--- src/rtl/cpu_pkg.sv ---
// Shared CPU control definitions: opcodes, next-PC mux selects, sequencer
// states and instruction classes.
package cpu_pkg;

    localparam logic [31:0] RESET_VECTOR_DEF = 32'h0000_0000;

    localparam logic [5:0] OP_RTYPE = 6'h00;
    localparam logic [5:0] OP_ADDI  = 6'h08;
    localparam logic [5:0] OP_LW    = 6'h23;
    localparam logic [5:0] OP_SW    = 6'h2B;
    localparam logic [5:0] OP_BEQ   = 6'h04;
    localparam logic [5:0] OP_BNE   = 6'h05;
    localparam logic [5:0] OP_J     = 6'h02;
    localparam logic [5:0] OP_JAL   = 6'h03;

    localparam logic [1:0] PCS_SEQ  = 2'b00;
    localparam logic [1:0] PCS_BR   = 2'b01;
    localparam logic [1:0] PCS_JMP  = 2'b10;
    localparam logic [1:0] PCS_TRAP = 2'b11;

    typedef enum logic [2:0] {
        ST_FETCH,
        ST_DECODE,
        ST_EXEC,
        ST_MEM,
        ST_BRANCH,
        ST_JUMP,
        ST_TRAP
    } state_e;

    typedef enum logic [2:0] {
        CLS_ALU,
        CLS_MEM,
        CLS_BRANCH,
        CLS_JUMP,
        CLS_ILLEGAL
    } op_class_e;

endpackage

--- src/rtl/pc_op_decode.sv ---
// Combinational opcode classifier; anything not explicitly recognised is
// reported as illegal so the sequencer can trap on it.
module pc_op_decode
    import cpu_pkg::*;
(
    input  logic [5:0] opcode_i,
    output op_class_e  op_class_o
);

    always_comb begin
        unique case (opcode_i)
            OP_RTYPE, OP_ADDI: op_class_o = CLS_ALU;
            OP_LW, OP_SW:      op_class_o = CLS_MEM;
            OP_BEQ, OP_BNE:    op_class_o = CLS_BRANCH;
            OP_J, OP_JAL:      op_class_o = CLS_JUMP;
            default:           op_class_o = CLS_ILLEGAL;
        endcase
    end

endmodule

--- src/rtl/pc_sequencer.sv ---
// Multicycle PC-update sequencer: owns PC/IR/EPC and the retired counter,
// and drives the select and load enable of the external next-PC mux.
module pc_sequencer
    import cpu_pkg::*;
#(
    parameter logic [31:0] RESET_VECTOR = RESET_VECTOR_DEF
) (
    input  logic        clk,
    input  logic        rst_n,
    output logic        imem_req,
    output logic [31:0] imem_addr,
    input  logic        imem_ack,
    input  logic [31:0] imem_rdata,
    output logic        dmem_req,
    input  logic        dmem_ack,
    input  logic        zero,
    input  logic [31:0] pc_next,
    output logic [1:0]  PCSource,
    output logic        pc_write,
    output logic [31:0] pc,
    output logic [31:0] ir,
    output logic [31:0] epc,
    output logic [31:0] retired
);

    state_e      state_q, state_d;
    logic [31:0] pc_q, pc_d;
    logic [31:0] ir_q, ir_d;
    logic [31:0] epc_q, epc_d;
    logic [31:0] retired_q, retired_d;
    op_class_e   op_class;
    logic        br_taken;

    pc_op_decode u_decode (
        .opcode_i   (ir_q[31:26]),
        .op_class_o (op_class)
    );

    assign br_taken = ((ir_q[31:26] == OP_BEQ) &&  zero) ||
                      ((ir_q[31:26] == OP_BNE) && !zero);

    always_comb begin
        // NOTE: every output gets a default before the case so no path leaves
        // a variable unassigned, which would otherwise infer a latch.
        state_d   = state_q;
        ir_d      = ir_q;
        epc_d     = epc_q;
        retired_d = retired_q;
        imem_req  = 1'b0;
        dmem_req  = 1'b0;
        pc_write  = 1'b0;
        PCSource  = PCS_SEQ;

        unique case (state_q)
            ST_FETCH: begin
                imem_req = 1'b1;
                if (imem_ack) begin
                    ir_d     = imem_rdata;
                    pc_write = 1'b1;
                    state_d  = ST_DECODE;
                end
            end
            ST_DECODE: begin
                unique case (op_class)
                    CLS_ALU:    state_d = ST_EXEC;
                    CLS_MEM:    state_d = ST_MEM;
                    CLS_BRANCH: state_d = ST_BRANCH;
                    CLS_JUMP:   state_d = ST_JUMP;
                    default:    state_d = ST_TRAP;
                endcase
            end
            ST_EXEC: begin
                retired_d = retired_q + 32'd1;
                state_d   = ST_FETCH;
            end
            ST_MEM: begin
                dmem_req = 1'b1;
                if (dmem_ack) begin
                    retired_d = retired_q + 32'd1;
                    state_d   = ST_FETCH;
                end
            end
            ST_BRANCH: begin
                PCSource  = PCS_BR;
                pc_write  = br_taken;
                retired_d = retired_q + 32'd1;
                state_d   = ST_FETCH;
            end
            ST_JUMP: begin
                PCSource  = PCS_JMP;
                pc_write  = 1'b1;
                retired_d = retired_q + 32'd1;
                state_d   = ST_FETCH;
            end
            ST_TRAP: begin
                // pc already points past the faulting instruction here.
                epc_d    = pc_q;
                PCSource = PCS_TRAP;
                pc_write = 1'b1;
                state_d  = ST_FETCH;
            end
            default: state_d = ST_FETCH;
        endcase

        pc_d = pc_write ? pc_next : pc_q;
    end

    // NOTE: state registers use non-blocking assignments so every flop samples
    // its pre-edge value regardless of statement order.
    always_ff @(posedge clk or negedge rst_n) begin
        if (!rst_n) begin
            state_q   <= ST_FETCH;
            pc_q      <= RESET_VECTOR;
            ir_q      <= 32'h0;
            epc_q     <= 32'h0;
            retired_q <= 32'h0;
        end else begin
            state_q   <= state_d;
            pc_q      <= pc_d;
            ir_q      <= ir_d;
            epc_q     <= epc_d;
            retired_q <= retired_d;
        end
    end

    assign imem_addr = pc_q;
    assign pc        = pc_q;
    assign ir        = ir_q;
    assign epc       = epc_q;
    assign retired   = retired_q;

endmodule

--- config.mk ---
export PLATFORM = sky130hd
export DESIGN_NAME = pc_sequencer
export DESIGN_NICKNAME = d
export VERILOG_FILES = /design/src/rtl/cpu_pkg.sv /design/src/rtl/pc_op_decode.sv /design/src/rtl/pc_sequencer.sv
export SDC_FILE = /design/constraint.sdc
export NUM_CORES = 1
export LEC_CHECK = 0
export ABC_AREA = 1
export BUFFER_PORTS_ARGS = -buffer_cell sky130_fd_sc_hd__buf_2
export CAP_MARGIN = 25
export CORE_MARGIN = 1.5
export CORE_UTILIZATION = 49
export CTS_CLUSTER_SIZE = 10
export DETAILED_ROUTE_END_ITERATION = 7
export GPL_ROUTABILITY_DRIVEN = 0
export PLACE_DENSITY_LB_ADDON = 0.1
export RECOVER_POWER = 100
export SLEW_MARGIN = 20
export SYNTH_ARGS = -nofsm -noshare
export SYNTH_HDL_FRONTEND = slang
export SYNTH_SLANG_ARGS = --single-unit
--- constraint.sdc ---
create_clock -name clk -period 2 [get_ports clk]
set_clock_uncertainty 0.05 [all_clocks]
set_input_delay 0.4 -clock clk [delete_from_list [all_inputs] [get_ports clk]]
set_output_delay 0.4 -clock clk [all_outputs]
set_load 0.03 [all_outputs]
==> Implementation_results.wiki, run 1 <==
{| class="wikitable"
! Metric !! Value
|-
| Outcome || finished with violations
|-
| Violated checks || negative setup slack
|-
| DR WL/cell || 13.9 µm
|-
| Number of antenna violations at the first check in global routing || 0
|-
| Fraction of power spent switching nets || 47.8%
|-
| Number of diodes added for antenna fixing || 0
|-
| Design Power || 14000 µW
|-
| Slowest Stage Delay on Critical Path || 0.39 ns
|-
| Pleak || 0.00442 µW
|-
| Largest family of logic cells by synthesized area || simple AND/OR/NAND/NOR gates
|-
| Placement-stage cell area || 7280 µm²
|-
| Share of power burned in combinational logic || 48.6%
|-
| Number of iterations in the first detailed-routing pass || 4
|-
| Net switching power || 6690 µW
|-
| Class of the most critical hold timing path || in -> reg
|-
| Number of instances in the synthesized netlist || 720
|-
| Floorplan core area || 12200 µm²
|-
| Maximum ir drop on the vdd rail || 930 µV
|-
| Multi-input gate area || 2380 µm²
|-
| Logic depth of the worst register-to-register path || 10
|-
| Number of clock sinks || 131
|-
| Power share of the sequential group || 31.3%
|-
| Total number of vias || 5399
|-
| Filler cells || 1072
|-
| Total CTS buffers || 17
|-
| Distinct cell type count after synthesis || 28
|-
| Source of the worst register-to-register timing path || ir[31]
|-
| Floorplan die width || 115 µm
|-
| Clock power share || 20.1%
|-
| Starting density of the core || 50.9%
|-
| CTS Root Buffer Type || sky130_fd_sc_hd__clkbuf_16
|-
| Worst setup path endpoint || pc_write
|-
| Remaining antenna violation count || 0
|-
| Flops & latches, synth || 131
|-
| Crit path kind || reg -> out
|-
| Crit path launch || ir[31]
|-
| Worst-skew pair later-pin latency || 0.41 ns
|-
| Setup slack after placement || 0.150 ns
|-
| Max clock buf depth || 2
|-
| Most frequent standard cell in the layout excluding fill and tap cells || sky130_fd_sc_hd__nand2_1
|-
| Synth Area in Compound Gates || 0.930%
|-
| PwrDens || 1780 nW/µm²
|-
| Endpoint arrival time on the critical path || 1.60 ns
|-
| GR Overflow Total || 0
|-
| Max-capacitance violation count || 0
|-
| Minimum clock period after layout || 2.05 ns
|-
| Remaining design rule violation count || 0
|-
| Crit. End Element || output port
|-
| Most frequent cells in the layout || sky130_fd_sc_hd__nand2_1 (292), sky130_fd_sc_hd__buf_2 (231), sky130_fd_sc_hd__dfrtp_1 (131)
|-
| Sum of buffers and inverters on the critical path || 2
|-
| Area occupied by registers || 3280 µm²
|-
| Final-report max-slew violation count || 0
|-
| Category of the worst setup path launch point || flop
|-
| Post-synthesis xor/xnor area fraction || 2.12%
|-
| Final net count || 1007
|-
| Total number of yosys warnings || 0
|-
| Clock tree from TritonCTS || built
|-
| Net count after synthesis || 791
|-
| Global-route wire length before repair || 24.3 mm
|-
| Layout cells sized above 1 || 34.4%
|-
| Total track usage || 23.7%
|-
| Cell area after synthesis || 6190 µm²
|-
| Final setup fails || 1
|-
| Simple-gate portion of the synthesized area || 29.0%
|-
| Highest clock frequency the design can meet || 489 MHz
|-
| Die span in y || 115 µm
|-
| Worst Tran Pin Value || 0.934 ns
|-
| DIE AREA || 13300 µm²
|-
| Count of input and output buffers || 233
|-
| Final Cycle Share || 102%
|-
| Avg Synthesized Cell Area || 8.60 µm²
|-
| Area delta synth->final || 27.2%
|-
| Cell count along the critical path || 7
|-
| Post-layout worst setup margin || -0.0469 ns
|-
| HPWL Detailed || 11.2 mm
|-
| Clock-pin slew on the worst setup and hold paths || 0.05 ns
|-
| Unrepaired setup endpoints after global routing || true
|-
| Required arrival time at the worst endpoint || 1.55 ns
|-
| Post-synthesis adder-cell area fraction || 0.404%
|-
| R2R Path End || imem_addr[26]
|-
| Reg-to-reg slack, setup || 0.20 ns
|-
| Hold Vio Cnt, Final || 0
|-
| Largest net degree at the start of global routing || 70
|-
| Number of H-tree levels || 4
|-
| Final non-filler cell area || 7870 µm²
|-
| Number of global-route vias before repair || 4982
|-
| Maximum net fanout on the critical path || 2
|-
| Sum of routed wire length over all layers || 15.5 mm
|-
| Internal power component || 7310 µW
|-
| Cell family contributing the most delay on the critical path || simple AND/OR/NAND/NOR gates
|-
| Worst Hold Path Cells || 3
|-
| Worst slew margin relative to its limit || 37.8%
|-
| Iteration-0 DRC count of the detailed router || 416
|-
| Crit path cell chain || nor2_2 -> buf_4 -> nand3_1 -> nand2_1 -> nand3_2 -> nand2_4 -> buf_6
|-
| I/O pin count || 234
|-
| Multiplexer share of the synthesized area || 5.82%
|-
| Via-to-Cell Ratio || 4.83
|-
| Share of synthesized area occupied by flip-flops and latches || 53.0%
|-
| Slowest cell on the critical path || sky130_fd_sc_hd__dfrtp_1
|-
| Number of placement rows || 40
|}
[worst reg2reg max path: stages, from the launching register on]
cell,delay [ns]
sky130_fd_sc_hd__dfrtp_1,0.39
sky130_fd_sc_hd__nor2_2,0.15
sky130_fd_sc_hd__buf_4,0.13
sky130_fd_sc_hd__nand3_1,0.06
sky130_fd_sc_hd__nand2_1,0.08
sky130_fd_sc_hd__nand3_2,0.12
sky130_fd_sc_hd__nand2_4,0.11
sky130_fd_sc_hd__buf_4,0.19
sky130_fd_sc_hd__buf_4,0.28
sky130_fd_sc_hd__nand2_1,0.10
sky130_fd_sc_hd__nand2_1,0.07
[Yosys cell counts]
master                       n  area, µm²
sky130_fd_sc_hd__nand2_4     2       22.5
sky130_fd_sc_hd__buf_1       2       7.51
sky130_fd_sc_hd__nor3_2      2       20.0
sky130_fd_sc_hd__nand4_1     7       43.8
sky130_fd_sc_hd__inv_1      40        150
sky130_fd_sc_hd__mux2_2     32        360
sky130_fd_sc_hd__buf_2       8       40.0
sky130_fd_sc_hd__nor2_4      2       22.5
sky130_fd_sc_hd__ha_1        2       25.0
sky130_fd_sc_hd__buf_4      36        270
sky130_fd_sc_hd__xor2_1     12        105
sky130_fd_sc_hd__clkbuf_1    3       11.3
sky130_fd_sc_hd__nand2_2     3       18.8
sky130_fd_sc_hd__xnor2_1     3       26.3
sky130_fd_sc_hd__inv_2       4       15.0
sky130_fd_sc_hd__nand3_2     1       10.0
sky130_fd_sc_hd__o31ai_1     1       7.51
sky130_fd_sc_hd__o21ai_0     6       30.0
sky130_fd_sc_hd__nor2_1     60        225
sky130_fd_sc_hd__nor2_2      3       18.8
sky130_fd_sc_hd__dfrtp_1   131       3280
sky130_fd_sc_hd__a21oi_1     1       5.00
sky130_fd_sc_hd__o21bai_1    2       15.0
sky130_fd_sc_hd__nor3_1      3       15.0
sky130_fd_sc_hd__nand3_1    57        285
sky130_fd_sc_hd__nand2_1   292       1100
sky130_fd_sc_hd__nor2_8      1       20.0
sky130_fd_sc_hd__buf_6       4       45.0
[power groups by stage]
| stage | clock network [µW] | logic (µW) | registers [µW] |
|---|---|---|---|
| floorplan | 0 | 3440 | 6170 |
| global placement | 0 | 6590 | 4360 |
| detailed placement | 0 | 6700 | 4440 |
| CTS | 2880 | 6850 | 4390 |
| global route | 3010 | 7370 | 4520 |
| finish | 2810 | 6800 | 4390 |
[routing by layer]
| layer | global-route usage, % | vias up | part of all wire [%] |
|---|---|---|---|
| li1 | - | 2664 | - |
| met1 | 28.9 | 2520 | 41 |
| met2 | 40.8 | 194 | 50 |
| met3 | 5.96 | 21 | 6.4 |
| met4 | 8.56 | 0 | 1.6 |
| met5 | 0 | - | 0 |
[repair_timing]
item | in CTS | in global routing
setup endpoints to repair | 1 | 7
pin swaps | 4 | 4
endpoints found under the hold margin | 131 | 0
setup buffers | 7 | 1
resized for setup | 2 | 3
hold buffers | 1 | 0
[kinds of logic after synthesis]
kind of cell / Yosys count
multiplexers: 32
buffers and inverters: 97
AO/OA/AOI/OAI: 10
XOR/XNOR: 15
flip-flops: 131
adder cells (fa/ha/maj): 2
AND/OR/NAND/NOR: 433
[registers in the layout, indices dropped and copies added (netlist names)]
register	count
epc	32
imem_addr	32
ir	32
retired	32
state_q	3
[per-stage QoR]
stage	hold slack, ns	instances	TNS, ns	utilization, %
2_1_floorplan	0.0544	720	0	-
3_3_place_gp	0.393	1076	0	59.9
3_5_place_dp	0.403	1076	0	59.9
4_1_cts	0.118	1116	-0.0816	64.9
5_1_grt	0.123	1117	-0.132	64.7
6_report	0.136	1117	-0.0469	64.7
[worst min path at each step]
| stage | startpoint | slack [ns] | end |
|---|---|---|---|
| floorplan | rst_n | 0.05 | epc[0] |
| global placement | rst_n | 0.39 | ir[24] |
| detailed placement | rst_n | 0.40 | ir[19] |
| CTS | pc_next[20] | 0.12 | imem_addr[20] |
| global route | imem_rdata[2] | 0.12 | ir[2] |
| finish | pc_next[28] | 0.14 | imem_addr[28] |
[layout make-up]
class	instances	area share, %
clock buffers	22	5.77
flip-flops and latches	131	41.6
repair buffers	250	16.5
inverters	44	2.13
clock inverters	10	1.08
well taps	168	2.67
multi-input cells	492	30.2
Note: power is estimated with default switching activity, not from simulation.
==> run 2: changes to the inputs <==
- CORE_UTILIZATION: 49 -> 35
- CTS_BUF_LIST: not set -> sky130_fd_sc_hd__clkbuf_8
==> Implementation_results.wiki, run 2 (synthesis results as in run 1) <==
{| class="wikitable"
! Metric !! Value
|-
| Logic depth of the worst register-to-register path || 9 (was 10)
|-
| Setup slack after placement || 0.205 ns (was 0.150 ns)
|-
| Hold Vio Cnt, Final || 0 (unchanged)
|-
| Number of iterations in the first detailed-routing pass || 4 (unchanged)
|-
| Area delta synth->final || 27.8% (was 27.2%)
|-
| Required arrival time at the worst endpoint || 1.55 ns (about the same)
|-
| Global-route wire length before repair || 26.0 mm (was 24.3 mm)
|-
| Category of the worst setup path launch point || flop (unchanged)
|-
| Worst slew margin relative to its limit || 26.3% (was 37.8%)
|-
| Worst Min Path Start || pc_next[19] (was pc_next[28])
|-
| Number of placement rows || 48 (was 40)
|-
| Violated checks || negative setup slack (unchanged)
|-
| R2R Path End || imem_addr[27] (was imem_addr[26])
|-
| Final net count || 1013 (was 1007)
|-
| Number of clock sinks || 131 (unchanged)
|-
| Die span in y || 136 µm (was 115 µm)
|-
| Remaining design rule violation count || 0 (unchanged)
|-
| Floorplan die width || 136 µm (was 115 µm)
|-
| Via-to-Cell Ratio || 4.46 (was 4.83)
|-
| Worst Hold Path Cells || 3 (unchanged)
|-
| Minimum hold slack || 0.0996 ns (was 0.136 ns)
|-
| GR Overflow Total || 0 (unchanged)
|-
| Largest net degree at the start of global routing || 44 (was 70)
|-
| Most frequent cells in the layout || sky130_fd_sc_hd__nand2_1 (292), sky130_fd_sc_hd__buf_2 (229), sky130_fd_sc_hd__dfrtp_1 (130) (was sky130_fd_sc_hd__nand2_1 (292), sky130_fd_sc_hd__buf_2 (231), sky130_fd_sc_hd__dfrtp_1 (131))
|-
| Number of antenna violations at the first check in global routing || 0 (unchanged)
|-
| Number of H-tree levels || 4 (unchanged)
|-
| Total track usage || 18.3% (was 23.7%)
|-
| HPWL Detailed || 11.7 mm (was 11.2 mm)
|-
| CTS Root Buffer Type || sky130_fd_sc_hd__clkbuf_8 (was sky130_fd_sc_hd__clkbuf_16)
|-
| Crit. End Element || output port (unchanged)
|-
| Max-capacitance violation count || 0 (unchanged)
|-
| Hold-critical path endpoint || imem_addr[19] (was imem_addr[28])
|-
| Unrepaired setup endpoints after global routing || true (unchanged)
|-
| Outcome || finished with violations (unchanged)
|-
| Total CTS buffers || 17 (unchanged)
|-
| Setup_tns || -0.0646 ns (was -0.0469 ns)
|-
| Post-layout worst setup margin || -0.0646 ns (was -0.0469 ns)
|-
| Worst Tran Pin Value || 1.11 ns (was 0.934 ns)
|-
| Highest clock frequency the design can meet || 484 MHz (was 489 MHz)
|-
| Crit path kind || reg -> out (unchanged)
|-
| Pleak || 0.00441 µW (was 0.00442 µW)
|-
| Final setup fails || 1 (unchanged)
|-
| Class of the most critical hold timing path || in -> reg (unchanged)
|-
| Floorplan core area || 17300 µm² (was 12200 µm²)
|-
| DIE AREA || 18500 µm² (was 13300 µm²)
|-
| DR WL/cell || 13.7 µm (was 13.9 µm)
|-
| Source of the worst register-to-register timing path || ir[26] (was ir[31])
|-
| Remaining antenna violation count || 0 (unchanged)
|-
| Most frequent standard cell in the layout excluding fill and tap cells || sky130_fd_sc_hd__nand2_1 (unchanged)
|-
| Count of input and output buffers || 233 (unchanged)
|-
| I/O pin count || 234 (unchanged)
|-
| Minimum clock period after layout || 2.06 ns (was 2.05 ns)
|-
| Reg-to-reg slack, setup || 0.21 ns (was 0.20 ns)
|-
| Maximum net fanout on the critical path || 5 (was 2)
|-
| Iteration-0 DRC count of the detailed router || 229 (was 416)
|-
| Endpoint arrival time on the critical path || 1.61 ns (was 1.60 ns)
|-
| Total number of vias || 5255 (was 5399)
|-
| Clock-pin slew on the worst setup and hold paths || 0.08 ns (was 0.05 ns)
|-
| Max clock buf depth || 2 (unchanged)
|-
| PwrDens || 1730 nW/µm² (was 1780 nW/µm²)
|-
| Maximum ir drop on the vdd rail || 868 µV (was 930 µV)
|-
| Worst-skew pair later-pin latency || 0.44 ns (was 0.41 ns)
|-
| Layout cells sized above 1 || 35.8% (was 34.4%)
|-
| Starting density of the core || 35.8% (was 50.9%)
|-
| Final Cycle Share || 103% (was 102%)
|-
| Design Power || 13700 µW (was 14000 µW)
|-
| Sum of routed wire length over all layers || 16.1 mm (was 15.5 mm)
|-
| Number of diodes added for antenna fixing || 0 (unchanged)
|-
| Number of global-route vias before repair || 5096 (was 4982)
|-
| Clock tree from TritonCTS || built (unchanged)
|-
| Final-report max-slew violation count || 0 (unchanged)
|}
-- run 2: changes by cell type in the layout (fill, tap and decap cells not counted), moves of 3 or more --
cell                        before  now
sky130_fd_sc_hd__clkbuf_1        5    0
sky130_fd_sc_hd__buf_4          14   20
sky130_fd_sc_hd__clkbuf_8        1   19
sky130_fd_sc_hd__clkinv_2        5    0
sky130_fd_sc_hd__bufinv_16       1    4
sky130_fd_sc_hd__inv_2           2    5
sky130_fd_sc_hd__clkbuf_16      17    0
sky130_fd_sc_hd__clkinv_4        0    4
-- run 2: worst max-delay path, cell delays in order, from the launching register on --
cell,delay (ns)
sky130_fd_sc_hd__dfrtp_1,0.44
sky130_fd_sc_hd__nor2_1,0.19
sky130_fd_sc_hd__nand3_2,0.09
sky130_fd_sc_hd__nand2_1,0.08
sky130_fd_sc_hd__nand3_2,0.12
sky130_fd_sc_hd__nand2_4,0.12
sky130_fd_sc_hd__buf_6,0.14
-- run 2: metrics by stage --
stage,instance area [µm²],instances,util [%]
6_report,7910,1178,45.7
5_1_grt,7910,1178,45.7
4_1_cts,7900,1176,45.7
3_5_place_dp,7390,1138,42.7
3_3_place_gp,7390,1138,42.7
2_1_floorplan,6190,720,-
-- run 2: area by class of cell --
cell class	count	area, µm²
sequential	131	3280
tap	225	282
multi-input combinational	492	2390
clock buffer	19	262
inverter	44	165
clock inverter	11	179
fill	1771	9390
timing repair buffer	256	1360
-- run 2: worst max-delay path by stage --
stage / from / end / slack, ns
floorplan: ir[31] / pc_write / 0.19
global placement: ir[31] / pc_write / 0.23
detailed placement: ir[31] / pc_write / 0.20
CTS: ir[30] / pc_write / -0.13
global route: ir[26] / pc_write / -0.21
finish: ir[26] / pc_write / -0.06
-- run 2: power by group --
part / internal (µW) / switching [µW] / total (µW) / leakage (µW)
sequential: 3630 / 753 / 4380 / 0.00167
clock: 1420 / 1060 / 2480 / 0.000214
combinational: 1990 / 4830 / 6820 / 0.00253
-- run 2: what timing repair did --
item	CTS	global route
pin swaps	4	5
hold buffers	1	0
setup endpoints to repair	1	25
buffers inserted	7	2
gates resized for setup	2	9
hold endpoints to repair	40	0
-- run 2: layer usage --
layer / share of wire [%] / vias to the layer above / track usage (%)
met4: 1.2 / 0 / 5.79
met1: 45 / 2416 / 23.4
met3: 6.3 / 13 / 5.26
li1: - / 2666 / -
met2: 47 / 160 / 30.1
met5: 0 / - / 0
